[config.mk]
export PLATFORM = sky130hd
export DESIGN_NAME = zone_alarm_ctrl
export DESIGN_NICKNAME = d
export VERILOG_FILES = /design/src/rtl/zone_alarm_pkg.sv /design/src/rtl/alarm_sync.sv /design/src/rtl/zone_alarm_ctrl.sv
export SDC_FILE = /design/constraint.sdc
export NUM_CORES = 1
export LEC_CHECK = 0
export ABC_CLOCK_PERIOD_IN_PS = 1000
export CORE_ASPECT_RATIO = 1.4
export CORE_MARGIN = 8
export CORE_UTILIZATION = 32
export CTS_CLUSTER_DIAMETER = 60
export DETAILED_ROUTE_END_ITERATION = 10
export PLACE_DENSITY = 0.63
export SLEW_MARGIN = 20
export SYNTH_ARGS = -nofsm -noshare
export SYNTH_HDL_FRONTEND = slang
export SYNTH_SLANG_ARGS = --single-unit
[constraint.sdc]
create_clock -name clk -period 1 [get_ports clk]
set_clock_uncertainty 0.2 [all_clocks]
set_input_delay 0.15 -clock clk [delete_from_list [all_inputs] [get_ports clk]]
set_output_delay 0.15 -clock clk [all_outputs]
set_load 0.01 [all_outputs]
[src/rtl/zone_alarm_pkg.sv]
// Shared types and constants for the multi-zone alarm controller.
// Holds the FSM encoding and the counter-width helper.
package zone_alarm_pkg;

   localparam int STATE_W = 3;

   typedef enum logic [STATE_W-1:0] {
      DISARMED    = 3'd0,
      EXIT_DELAY  = 3'd1,
      ARMED       = 3'd2,
      ENTRY_DELAY = 3'd3,
      ALARM       = 3'd4
   } state_t;

   // Width of the shared down-counter: enough for the longest delay, plus one bit.
   function automatic int calc_cnt_w(input int a, input int b, input int c);
      int m;
      m = a;
      if (b > m) m = b;
      if (c > m) m = c;
      return $clog2(m) + 1;
   endfunction

endpackage

[src/rtl/alarm_sync.sv]
// Two-flop synchroniser for the raw zone sensor levels.
// Both stages clear to 0 on reset.
module alarm_sync #(
   parameter int W = 3
) (
   input  logic         clk,
   input  logic         rst_n,
   input  logic [W-1:0] d,
   output logic [W-1:0] q
);

   logic [W-1:0] meta_reg;
   logic [W-1:0] sync_reg;

   always_ff @(posedge clk or negedge rst_n) begin
      if (!rst_n) begin
         meta_reg <= '0;
         sync_reg <= '0;
      end else begin
         meta_reg <= d;
         sync_reg <= meta_reg;
      end
   end

   assign q = sync_reg;

endmodule

[src/rtl/zone_alarm_ctrl.sv]
// Multi-zone intruder alarm: arm/disarm FSM with exit and entry delays,
// timed siren and latched trip memory. Every output is a flop.
module zone_alarm_ctrl
   import zone_alarm_pkg::*;
#(
   parameter int N_ZONES      = 3,
   parameter int EXIT_CYCLES  = 16,
   parameter int ENTRY_CYCLES = 8,
   parameter int SIREN_CYCLES = 32,
   parameter int CNT_W        = calc_cnt_w(EXIT_CYCLES, ENTRY_CYCLES, SIREN_CYCLES)
) (
   input  logic               clk,
   input  logic               rst_n,
   input  logic [N_ZONES-1:0] zone_in,
   input  logic [N_ZONES-1:0] bypass,
   input  logic [N_ZONES-1:0] instant,
   input  logic               arm,
   input  logic               disarm,
   output logic               siren,
   output logic               armed,
   output logic               pending,
   output logic [STATE_W-1:0] state,
   output logic [N_ZONES-1:0] zone_mem,
   output logic               arm_err
);

   localparam logic [CNT_W-1:0] EXIT_LOAD  = CNT_W'(EXIT_CYCLES - 1);
   localparam logic [CNT_W-1:0] ENTRY_LOAD = CNT_W'(ENTRY_CYCLES - 1);
   localparam logic [CNT_W-1:0] SIREN_LOAD = CNT_W'(SIREN_CYCLES - 1);

   // Reset asserts immediately but releases only on a clock edge.
   logic rst_meta_reg, rst_sync_n;

   always_ff @(posedge clk or negedge rst_n) begin
      if (!rst_n) begin
         rst_meta_reg <= 1'b0;
         rst_sync_n   <= 1'b0;
      end else begin
         rst_meta_reg <= 1'b1;
         rst_sync_n   <= rst_meta_reg;
      end
   end

   logic [N_ZONES-1:0] zone_s;

   alarm_sync #(.W(N_ZONES)) u_sync (
      .clk   (clk),
      .rst_n (rst_sync_n),
      .d     (zone_in),
      .q     (zone_s)
   );

   state_t             state_reg, state_next;
   logic [CNT_W-1:0]   cnt_reg, cnt_next, cnt_dec;
   logic [N_ZONES-1:0] bypass_reg, bypass_next;
   logic [N_ZONES-1:0] instant_reg, instant_next;
   logic [N_ZONES-1:0] zone_mem_reg, zone_mem_next;
   logic               siren_reg, siren_next;
   logic               armed_reg, armed_next;
   logic               pending_reg, pending_next;
   logic               arm_err_reg, arm_err_next;
   logic [N_ZONES-1:0] active;
   logic               any_active, any_instant;

   assign active      = zone_s & ~bypass_reg;
   assign any_active  = |active;
   assign any_instant = |(active & instant_reg);
   assign cnt_dec     = (cnt_reg == '0) ? '0 : cnt_reg - 1'b1;

   always_comb begin
      state_next    = state_reg;
      cnt_next      = cnt_reg;
      bypass_next   = bypass_reg;
      instant_next  = instant_reg;
      zone_mem_next = zone_mem_reg;
      siren_next    = siren_reg;
      arm_err_next  = 1'b0;

      if (disarm) begin
         state_next = DISARMED;
         siren_next = 1'b0;
         cnt_next   = '0;
      end else begin
         case (state_reg)
            DISARMED: begin
               siren_next = 1'b0;
               if (arm) begin
                  // Arming checks the live bypass mask, not the latched one.
                  if (|(zone_s & ~bypass)) begin
                     arm_err_next = 1'b1;
                  end else begin
                     state_next    = EXIT_DELAY;
                     bypass_next   = bypass;
                     instant_next  = instant;
                     cnt_next      = EXIT_LOAD;
                     zone_mem_next = '0;
                  end
               end
            end
            EXIT_DELAY: begin
               if (cnt_reg == '0) state_next = ARMED;
               else               cnt_next   = cnt_dec;
            end
            ARMED: begin
               zone_mem_next = zone_mem_reg | active;
               if (any_instant) begin
                  state_next = ALARM;
                  cnt_next   = SIREN_LOAD;
                  siren_next = 1'b1;
               end else if (any_active) begin
                  state_next = ENTRY_DELAY;
                  cnt_next   = ENTRY_LOAD;
               end
            end
            ENTRY_DELAY: begin
               zone_mem_next = zone_mem_reg | active;
               if (any_instant || cnt_reg == '0) begin
                  state_next = ALARM;
                  cnt_next   = SIREN_LOAD;
                  siren_next = 1'b1;
               end else begin
                  cnt_next = cnt_dec;
               end
            end
            ALARM: begin
               // Siren runs out once and stays silent until disarmed.
               zone_mem_next = zone_mem_reg | active;
               siren_next    = siren_reg && (cnt_reg != '0);
               cnt_next      = cnt_dec;
            end
            default: begin
               state_next = DISARMED;
               siren_next = 1'b0;
               cnt_next   = '0;
            end
         endcase
      end

      armed_next   = (state_next == ARMED) || (state_next == ENTRY_DELAY) ||
                     (state_next == ALARM);
      pending_next = (state_next == EXIT_DELAY) || (state_next == ENTRY_DELAY);
   end

   always_ff @(posedge clk or negedge rst_sync_n) begin
      if (!rst_sync_n) begin
         state_reg    <= DISARMED;
         cnt_reg      <= '0;
         bypass_reg   <= '0;
         instant_reg  <= '0;
         zone_mem_reg <= '0;
         siren_reg    <= 1'b0;
         armed_reg    <= 1'b0;
         pending_reg  <= 1'b0;
         arm_err_reg  <= 1'b0;
      end else begin
         state_reg    <= state_next;
         cnt_reg      <= cnt_next;
         bypass_reg   <= bypass_next;
         instant_reg  <= instant_next;
         zone_mem_reg <= zone_mem_next;
         siren_reg    <= siren_next;
         armed_reg    <= armed_next;
         pending_reg  <= pending_next;
         arm_err_reg  <= arm_err_next;
      end
   end

   assign state    = state_reg;
   assign siren    = siren_reg;
   assign armed    = armed_reg;
   assign pending  = pending_reg;
   assign zone_mem = zone_mem_reg;
   assign arm_err  = arm_err_reg;

endmodule

# After elaboration in Yosys (flattened, before gate mapping)
# Cells that the tools add are included.
# totals
ff_bits,30
latchBits,0
mem_bits_rw,0
mem_bits_ro,0
inputBits,13
out_inout_bits,10
elab_cells,84
memories,0
# op_classes
addsub,1
mul,0
div_mod_pow,0
n_lt_le_gt_ge,0
eq_ne,17
n_shift,0
n_mux,28
bitwise_logic,8
n_reduce_logical,17
# ops
operator,count
6-bit two-way mux,8
6-bit one-hot mux with 5 select lines,1
3-bit two-way mux,9
"3-bit inequality test, second input constant",5
3-bit one-hot mux with 5 select lines,1
"3-bit by 2-bit equality test with 1-bit output, second input constant",4
4-bit AND reduction,3
3-bit OR reduction,4
3-bit bitwise AND,3
1-bit two-way mux,7
"3-bit by 1-bit equality test with 1-bit output, second input constant",2
"3-bit equality test, second input constant",2
6-bit logical NOT,1
"2-bit inequality test, second input constant",3
3-bit NOT,2
3-bit one-hot mux with 2 select lines,1
6-bit nonzero test,1
"6-bit by 1-bit subtractor with 6-bit output, second input constant",1
1-bit logical OR,4
"4-bit inequality test, second input constant",1
1-bit one-hot mux with 4 select lines,1
3-bit logical NOT,1
3-bit OR,1
3-bit AND reduction,1
other kinds (3),4

# Longest topological paths before layout
# depth
word_depth,11
depth_mapped,7
mapped_depth_nobuf,7

# Modules after synthesis
# From an unflattened synthesis, not the netlist that was laid out.
# unflattened
hier_cells,135
hier_area_um2,1421.4
# by_module_without_submodules
module,n_inst,cells_per_inst,area_each_um2,seq_area_each_um2
zone_alarm_ctrl,1,129,1271.2,600.6
alarm_sync,1,6,150.1,150.1

# Worst setup path before layout
# Ideal clock, no wire load.
# synth_path
path_type,flip-flop to flip-flop
start,register cnt_reg[0]
end,register cnt_reg[3]
setup_ns,0.078
arrival_ns,1.992
required_ns,0.722
setup_slack_ns,-1.270
path_stages_with_launch,8
n_path_buf,0
period_less_slack_ns,2.270
path_cell_list,dfrtp_1 -> inv_1 -> ha_1 -> or3b_4 -> or3_4 -> a32oi_4 -> nor3b_4 -> o2bb2ai_1
# synth_via
elab_chain_cells,5
elab_cells_between_ends,10
cone_classes,add/sub (1); eq/ne (1); mux (5); reduce/logical (3)
# synth_rtl
item,line,rtl
"start, declared",zone_alarm_ctrl.sv:54,"logic [CNT_W-1:0] cnt_reg, cnt_next, cnt_dec;"
"start signal, assigned",zone_alarm_ctrl.sv:157,cnt_reg <= cnt_next;
6-bit by 1-bit subtractor with 6-bit output / 6-bit logical NOT (equally long branches),"zone_alarm_ctrl.sv:68, zone_alarm_ctrl.sv:101, zone_alarm_ctrl.sv:117",
6-bit two-way mux / 1-bit logical OR (equally long branches),"zone_alarm_ctrl.sv:68, zone_alarm_ctrl.sv:117",
6-bit two-way mux (on tied branches),"zone_alarm_ctrl.sv:117, zone_alarm_ctrl.sv:101",
6-bit one-hot mux with 5 select lines,zone_alarm_ctrl.sv:84,case (state_reg)
6-bit two-way mux,zone_alarm_ctrl.sv:79,if (disarm) begin
# Several ways; a longest one is shown, not always the timed one. The select of a mux whose other input is x is not followed.
# A chain may end at the register's enable or synchronous reset.

# Worst setup path after layout
# layout_path
start,register cnt_reg[0]
end,register cnt_reg[4]
# Same word-level chain as after synthesis.

==> metrics <==
status=complete, but fails checks; failing checks=negative hold slack, negative setup slack; multiplexer area fraction after synthesis=0.05286; Max FO, Critical Path=5; top-count cell post-synth=dfrtp_1; Power Density=2753 nW/um2; total power=6.721 mW; Critical Path AT=2320 ps; CTS Buffer Depth=2; clock slew at reported path FFs=60 ps; Final ANT Viol Nets=0; # clock sinks=30; CP startpoint=cnt_reg[0]$_DFFE_PN0P_; syn_area_per_cell=10.87 um2; WP data required=1000 ps; area share of the largest cell type after synthesis=0.5115; Final min period=2329 ps; register area share after synthesis=0.5115; final worst slack=-1329 ps; WS Path Type=register to register; post-synthesis simple-gate area fraction=0.1722; share of cells above drive strength 1=0.4815; fmax=429.3 MHz; Setup crit start kind=register; Async SR Flop Fraction=1.000; first-pass GRT wire length=7176 um; Die Y=96.13 um; Unique masters post-synth=45; largest family of logic cells by synthesized area=compound AO/OA/AOI/OAI gates; Slew Viols, Final=0; Peak VDD IR=about 1.1 mV; Area Overhead vs Synth=66.33%; global placer's final weighted congestion=0.8915; Syn. warnings=0; Die ar.=7040 um2; post-synthesis instance total=roughly 140; Total GRT Usage=0.1350; Critical Path End=cnt_reg[4]$_DFFE_PN0P_; largest net degree at the start of global routing=21; final-report hold violation count=8; number of flip-flops in the largest register=6; flop2flop setup slack=-1330 ps; Core Rows=29; Port Buffer Count=22; Num CTS Buffers=5; Yosys top cell by area=dfrtp_1; leak pwr=1.107 nW; Die W=73.24 um; total DRC errors in the routed layout=0; Adder-Cell Fraction of Synth Area=0.008525; Post-Synth XOR/XNOR Area=0.005968; period utilization=2.329; synth top area cells=dfrtp_1 51%, mux2_2 4.6%, a21oi_1 3.4%; Yosys reg bits=30; DRT iter0 DRCs=100; H-tree depth=2; # IOs=23; vias=1390; commonest cells in the netlist=30 x dfrtp_1, 11 x inv_1, 10 x a21oi_1, 10 x nor2_1, 6 x mux2_2; FF-to-FF Start=cnt_reg[0]$_DFFE_PN0P_; core area=between 4000 and 5000 um2; DRT Pass-1 Iters=4; Post-synth EDFFs=0; clock insertion delay at the later pin of the skew report=280 ps; worst reg2reg path endpoint=cnt_reg[4]$_DFFE_PN0P_; drt total wl=4452 um; Post-Syn Nets=149; vias in the first global route=between 1500 and 2000; hold_ws=-75.77 ps; Avg WL per Cell=approximately 16 um; dpl ws=-1315 ps; CTS root buf=clkbuf_8; Synth Area in Compound Gates=0.2106; antenna cell count=0; Avg Vias per Cell=5.000; final net count=230; HP Class=register to async pin; Starting Density=0.3288; MaxCap Viol Count=0; cell count of the worst reg-to-reg path=7; Cell Area, Synth=1468 um2; CTS tree=yes; top_reg_cell synth=dfrtp_1; initial antenna violation count=0; unrepaired setup endpoints after global routing=true; cts hold-fix bufs=1; critical path capture point type=register; Setup violations, final=32; total congestion overflow=0; hpwl dp=between 3000 and 4000 um
-- worst max-delay path: stages, from the launching register on --
cell and delay [ps]:
dfrtp_1 380, inv_1 60, ha_2 170, or3b_4 390
or3_4 370, a32oi_4 210, nor3b_4 310, o2bb2ai_1 160
-- layout make-up --
type                    instances  area [um2]
flip-flops and latches         30       753.2
repair buffers                 77       685.7
multi-input cells              91       797.0
clock buffers                   7       86.33
well taps                      62       77.57
inverters                      11       41.29
fillers                       405        2022
-- placed cells by master (no fill, tap or decap), types with 5 or more instances in the layout --
master / instances
buf_4: 42
nor2_1: 5
inv_1: 11
dfrtp_1: 28
a21oi_1: 7
clkbuf_8: 6
buf_2: 6
buf_6: 12
mux2_4: 6
clkdlybuf4s50_1: 12
nor2b_1: 5
-- metrics by stage --
| step | hold WS, ps | TNS, ps | util | cells | cell area, um2 |
|---|---|---|---|---|---|
| floorplan | -345.6 | -20090 | - | 135 | 1484 |
| global placement | -84.98 | -25670 | 0.4791 | 262 | 2138 |
| detailed placement | -73.47 | -26530 | 0.4791 | 262 | 2138 |
| CTS | -70.59 | -23970 | 0.5304 | 277 | 2367 |
| global route | -52.45 | -25600 | 0.5470 | 278 | 2441 |
| finish | -75.77 | -23820 | 0.5470 | 278 | 2441 |
-- power by group --
group	leakage, nW	switching [mW]	internal [mW]	total [mW]
Sequential	0.377	0.268	1.54	1.81
Combinational	0.685	1.73	2.22	3.95
Clock	0.0443	0.417	0.544	0.962
Total	1.11	2.42	4.31	6.72
-- worst min path at each step --
stage	startpoint	to	slack, ps	depth (start not counted)
floorplan	rst_n	rst_meta_reg$_DFF_PN0_	-350	0
global placement	rst_sync_n$_DFF_PN0_	arm_err$_DFF_PN0_	-80	0
detailed placement	rst_sync_n$_DFF_PN0_	arm_err$_DFF_PN0_	-70	0
CTS	rst_sync_n$_DFF_PN0_	arm_err$_DFF_PN0_	-70	0
global route	rst_sync_n$_DFF_PN0_	arm_err$_DFF_PN0_	-50	0
finish	rst_sync_n$_DFF_PN0_	arm_err$_DFF_PN0_	-80	0
-- logic make-up (layout without fill, tap and decap cells) --
kind of cell,count (synthesis),in the layout
simple gates,42,42
compound gates,39,39
flops,30,30
buf+inv,14,95
mux,7,7
fa+ha+maj,1,1
other cells,1,1
xor+xnor,1,1
-- what timing repair did --
item,CTS,global route
endpoints found under the hold margin,10,8
endpoints found under the setup margin,32,32
setup buffers,10,7
pin swaps,8,11
resized for setup,69,18
-- metal layers --
layer / global-route usage / wire length (um)
met1: 0.1156 / 1626
met2: 0.2610 / 2482
met3: 0.03337 / 161
met4: 0.09883 / 182
met5: 0 / 0
(Power assumes the default switching activity.)
